===== src/rtl/squeeze_bias_relu_pkg.sv =====
// Shared layer package: default layer geometry, bias ROM word type,
// and the activation saturation constant.
package squeeze_bias_relu_pkg;

  localparam int NUM_CH_DEF     = 16;
  localparam int ACC_W_DEF      = 32;
  localparam int OUT_W_DEF      = 16;
  localparam int FRAC_SHIFT_DEF = 8;

  localparam int BIAS_W     = 32;
  localparam int BIAS_ROM_W = 33;

  typedef logic [BIAS_ROM_W-1:0] bias_word_t;

  function automatic longint sat_max(input int ow);
    return (longint'(1) << (ow - 1)) - 1;
  endfunction

  localparam longint SAT_MAX_DEF = sat_max(OUT_W_DEF);

endpackage


===== src/rtl/relu_sat.sv =====
// Combinational fixed-point rescale, ReLU and positive saturation.
// Shared between squeeze and expand layers.
module relu_sat
  import squeeze_bias_relu_pkg::*;
#(
  parameter int     SUM_W      = ACC_W_DEF + 2,
  parameter int     OUT_W      = OUT_W_DEF,
  parameter int     FRAC_SHIFT = FRAC_SHIFT_DEF,
  parameter longint SAT_MAX    = SAT_MAX_DEF
) (
  input  logic signed [SUM_W-1:0] sum_i,
  output logic        [OUT_W-1:0] act_o,
  output logic                    sat_o
);

  localparam logic [SUM_W-1:0] MAX_W = SUM_W'(SAT_MAX);

  logic signed [SUM_W-1:0] shifted;

  assign shifted = sum_i >>> FRAC_SHIFT;

  always_comb begin
    act_o = '0;
    sat_o = 1'b0;
    if (!sum_i[SUM_W-1]) begin
      if ($unsigned(shifted) > MAX_W) begin
        act_o = OUT_W'(SAT_MAX);
        sat_o = 1'b1;
      end else begin
        act_o = shifted[OUT_W-1:0];
      end
    end
  end

endmodule


===== src/rtl/squeeze_bias_relu.sv =====
// Two-stage bias-add / ReLU / saturate pipeline for squeeze-layer
// accumulators, one channel per beat, valid/ready on both sides.
module squeeze_bias_relu
  import squeeze_bias_relu_pkg::*;
#(
  parameter int NUM_CH     = NUM_CH_DEF,
  parameter int ACC_W      = ACC_W_DEF,
  parameter int OUT_W      = OUT_W_DEF,
  parameter int FRAC_SHIFT = FRAC_SHIFT_DEF
) (
  input  logic                      clk,
  input  logic                      rst,
  input  bias_word_t                bias_mem [NUM_CH],
  input  logic                      soft_clr,
  input  logic                      acc_valid,
  output logic                      acc_ready,
  input  logic [ACC_W-1:0]          acc_data,
  output logic                      out_valid,
  input  logic                      out_ready,
  output logic [OUT_W-1:0]          out_data,
  output logic [$clog2(NUM_CH)-1:0] out_ch,
  output logic                      out_last,
  output logic                      sat_flag
);

  localparam int CH_W  = $clog2(NUM_CH);
  localparam int SUM_W = ACC_W + 2;
  localparam logic [CH_W-1:0] LAST_CH = CH_W'(NUM_CH - 1);

  logic [CH_W-1:0]         ch_q, ch_d;
  logic                    s1_valid_q;
  logic signed [SUM_W-1:0] s1_sum_q, s1_sum_d;
  logic [CH_W-1:0]         s1_ch_q;
  logic                    s2_valid_q;
  logic [OUT_W-1:0]        out_data_q;
  logic [CH_W-1:0]         out_ch_q;
  logic                    out_last_q;
  logic                    sat_q;

  logic             adv1, adv2, accept;
  logic [OUT_W-1:0] act;
  logic             act_sat;
  logic             unused_bias;

  assign adv2      = !s2_valid_q || out_ready;
  assign adv1      = !s1_valid_q || adv2;
  assign acc_ready = adv1 && !soft_clr;
  assign accept    = acc_valid && acc_ready;

  assign ch_d = (ch_q == LAST_CH) ? '0 : ch_q + 1'b1;

  assign s1_sum_d = SUM_W'($signed(acc_data))
                  + SUM_W'($signed(bias_mem[ch_q][BIAS_W-1:0]));

  // ROM flag bit carries no meaning for this layer
  always_comb begin
    unused_bias = 1'b0;
    for (int i = 0; i < NUM_CH; i++)
      unused_bias = unused_bias ^ bias_mem[i][BIAS_ROM_W-1];
  end

  relu_sat #(
    .SUM_W     (SUM_W),
    .OUT_W     (OUT_W),
    .FRAC_SHIFT(FRAC_SHIFT),
    .SAT_MAX   (sat_max(OUT_W))
  ) u_relu_sat (
    .sum_i(s1_sum_q),
    .act_o(act),
    .sat_o(act_sat)
  );

  always_ff @(posedge clk or posedge rst) begin
    if (rst) begin
      ch_q       <= '0;
      s1_valid_q <= 1'b0;
      s1_sum_q   <= '0;
      s1_ch_q    <= '0;
      s2_valid_q <= 1'b0;
      out_data_q <= '0;
      out_ch_q   <= '0;
      out_last_q <= 1'b0;
      sat_q      <= 1'b0;
    end else if (soft_clr) begin
      ch_q       <= '0;
      s1_valid_q <= 1'b0;
      s2_valid_q <= 1'b0;
      sat_q      <= 1'b0;
    end else begin
      if (accept)
        ch_q <= ch_d;
      if (adv1) begin
        s1_valid_q <= accept;
        if (accept) begin
          s1_sum_q <= s1_sum_d;
          s1_ch_q  <= ch_q;
        end
      end
      if (adv2) begin
        s2_valid_q <= s1_valid_q;
        if (s1_valid_q) begin
          out_data_q <= act;
          out_ch_q   <= s1_ch_q;
          out_last_q <= (s1_ch_q == LAST_CH);
          if (act_sat)
            sat_q <= 1'b1;
        end
      end
    end
  end

  assign out_valid = s2_valid_q;
  assign out_data  = out_data_q;
  assign out_ch    = out_ch_q;
  assign out_last  = out_last_q;
  assign sat_flag  = sat_q;

endmodule


===== config.mk =====
export PLATFORM = sky130hd
export DESIGN_NAME = squeeze_bias_relu
export DESIGN_NICKNAME = d
export VERILOG_FILES = /design/src/rtl/squeeze_bias_relu_pkg.sv /design/src/rtl/relu_sat.sv /design/src/rtl/squeeze_bias_relu.sv
export SDC_FILE = /design/constraint.sdc
export NUM_CORES = 1
export LEC_CHECK = 0
export CAP_MARGIN = 20
export CORE_AREA = 3 3 228 230
export DETAILED_ROUTE_END_ITERATION = 10
export DIE_AREA = 0 0 231 233
export PLACE_DENSITY_LB_ADDON = 0.15
export SLEW_MARGIN = 20
export SYNTH_ARGS = -nofsm -noshare
export SYNTH_HDL_FRONTEND = slang
export SYNTH_SLANG_ARGS = --single-unit

===== constraint.sdc =====
create_clock -name clk -period 5.7 [get_ports clk]
set_clock_uncertainty 0.2 [all_clocks]
set_input_delay 0.855 -clock clk [delete_from_list [all_inputs] [get_ports clk]]
set_output_delay 0.855 -clock clk [all_outputs]
set_load 0.005 [all_outputs]

==> out/qor.yml <==
yosys.area.top_type: "mux4_2"
die_h_um: 233
period_needed_ns: 4.884
path_clk_slew_ns: 0.06
synth_cell_types: 65
synth_cells: 646
clockBufferDepth: 2
place_inst: 1857
overflow: 0
synthFlopType: "dfrtp_1"
die_x_um: 231
grt_usage_pct: 18.31
setup_tns_ns: 0
drt_pass1_iterations: 4
area_growth_pct: 90.15
cts_resized: 0
crit_type: "flip-flop to flip-flop"
drive_above_1_share_pct: 17.90
insertion_delay_ns: 0.33
vias: 8336
final_net_count: 1793
grt_setup_unrepaired: "false"
powerDensity_mw_per_mm2: 187.7
io_buffers: 572
drc: 0
grt_pass1_wl_um: 68770
maxSlewHeadroom_pct: 36.30
synth_common_cells: "155 x mux4_2, 68 x nand2_1, 57 x dfrtp_1"
critPathSlowestCell: "dfrtp_4"
antenna_found_initial: 30
fill_cells: 5281
root_buffer: "clkbuf_16"
p_leak_nw: 5.168
path_max_fanout: 27
cp-start-kind: "flip-flop"
ir_drop_v: 0.0001101
avgSynthCellArea_um2: 11.86
routed_via_density: 4.439
cp.required_ns: 5.77
maxSlewViolCount: 0
reg2reg_slack_ns: 0.82
rows: 82
netlist.area_leader.share_pct: 45.55
cts_setup_buffers: 0
start_util_pct: 15.31
detail_route.wl_per_cell_um: 27.09
run_status: "finished clean"
synth_edf_count: 0
cp_common_cell: "mux4_2"
cp-end-kind: "flip-flop"
wl_um: 50880
yosys_warnings: 0
die-area_mm2: 0.05382
hold_violations: 0
max_freq_ghz: 0.2047
cap_violations: 0
synth_area_mm2: 0.007664
ant_nets: 0
yosysSeqAreaShare_pct: 18.61
cts_tree: "built"
ys_ff_latch: 57
pin_count: 589
cts_inserted_buffers: 9
finalCritPeriodShare_pct: 85.69
path_cells: "buf_12 > mux4_2 > mux4_2 > ha_1 > a21oi_1 > a21boi_1 > a311oi_1 > nor2_1 > a2111oi_4 > nor3_2 > a311o_1 > nand3_1"
first_global_vias: 8802
synth_async_sr_flop_share_pct: 100.0
grt_max_degree: 52
routabilityCongestion: 0.8463
cts_sinks: 57
core_mm2: 0.05007
setup_viol: 0
critPathArrivalTime_ns: 4.95
cp_slowest_stage_delay_ns: 0.79
instances_no_fill: 1878
hpwl_um: 45370
hp-class: "flip-flop to flip-flop"
tightest_slew_ns: 0.9556
htreeDepth: 3
synth_most_common_cell: "mux4_2"
drtIter0Drc: 435
ctsHoldBuffers: 0
synth_area_leaders: "mux4_2 46%, dfrtp_1 19%, ha_1 5.2%"
synthesis.nets: 1243
cell usage in the layout (no fill, tap or decap), types with 5 or more instances in the layout:
cell             synthesis  final
clkdlybuf4s50_1          0    572
mux4_2                 155    155
nand2_1                 68     67
dfrtp_1                 57     53
ha_1                    32     32
inv_1                   28     27
a21oi_1                 26     26
o21ai_0                 22     22
buf_4                    2     19
nor2_1                  16     16
o311ai_0                16     16
nand3_1                 15     15
nand4_1                 15     15
a21o_1                  14     14
o21ai_1                 12     12
xnor2_1                 11     11
clkbuf_16                0      9
mux2i_1                  7      7
and3_1                   6      6
diode_2                  0      5
nand2b_1                 5      5
xor2_1                   5      5
o31ai_1                  5      5
worst max-delay path: cells and delay by family (launching register included):
family / cells / cell delay, ns
AND/OR/NAND/NOR: 3 / 0.38
multiplexers: 2 / 1.06
flip-flops: 1 / 0.79
adder cells (fa/ha/maj): 1 / 0.39
AO/OA/AOI/OAI: 5 / 1.63
buffers and inverters: 1 / 0.30
state kept, by name, indices dropped and copies added, names as in the netlist:
signal	count
out_last	1
out_data	16
sat_flag	1
out_ch	4
s1_ch_q	4
s1_valid_q	1
s1_sum_q	25
ch_q	4
out_valid	1
path summary, 6_finish.rpt:
| kind | startpoint | endpoint | cells after the start |
|---|---|---|---|
| worst max-delay path | ch_q[0] | s1_sum_q[27] | 12 |
| worst min-delay path | s1_sum_q[10] | s1_sum_q[10] | 2 |
| worst min register to register | s1_sum_q[10] | s1_sum_q[10] | 2 |
| worst max register to register | ch_q[0] | s1_sum_q[27] | 12 |
| max in group asynchronous | rst | ch_q[0] | 3 |
| min in group asynchronous | rst | out_data[14] | 2 |
cell families (layout without fill, tap and decap cells):
family | Yosys count | count (layout) | share of synthesized area (%)
AO/OA/AOI/OAI | 136 | 136 | 12.65
XOR/XNOR | 16 | 16 | 1.829
adder cells (fa/ha/maj) | 32 | 32 | 5.224
buffers and inverters | 83 | 638 | 4.359
flip-flops | 57 | 57 | 18.61
multiplexers | 168 | 168 | 47.40
other | 0 | 5 | 0
AND/OR/NAND/NOR | 154 | 154 | 9.926
power by group:
group | internal (mW) | switching [mW]
Sequential | 0.513 | 0.0971
Clock | 0.426 | 0.202
Combinational | 0.889 | 0.609
cell type report:
cell class | instances | area, µm² | share of cell area [%]
sequential | 57 | 1436 | 9.857
inverter | 28 | 105.1 | 0.7212
clock buffer | 9 | 225.2 | 1.545
tap | 672 | 840.8 | 5.770
timing repair buffer | 594 | 5928 | 40.68
multi-input combinational | 506 | 5906 | 40.53
antenna | 5 | 12.51 | 0.08586
clock inverter | 7 | 118.9 | 0.8157
routing by layer:
layer  vias to the layer above  wire length (µm)  track usage (%)
met5                         -               123                0
met4                        18               389            2.460
met3                        44              3886            5.485
met2                       351             24660            30.30
met1                      4123             21820            24.20
li1                       3800                 -                -
metrics by stage:
stage | power [mW] | hold slack [ns] | setup slack, ns | instance area [µm²] | util (%)
final | 2.736 | 0.2767 | 0.8158 | 14570 | 29.11
after global routing | 2.921 | 0.3133 | 0.6181 | 14570 | 29.09
after CTS | 2.774 | 0.2861 | 0.7383 | 14560 | 29.08
after detailed placement | 2.130 | 0.2741 | 0.7256 | 14220 | 28.39
after global placement | 2.118 | 0.2664 | 0.7338 | 14220 | 28.39
after floorplan | 1.358 | 0.2498 | 1.216 | 7664 | -
Note: power is estimated with default switching activity, not from simulation.
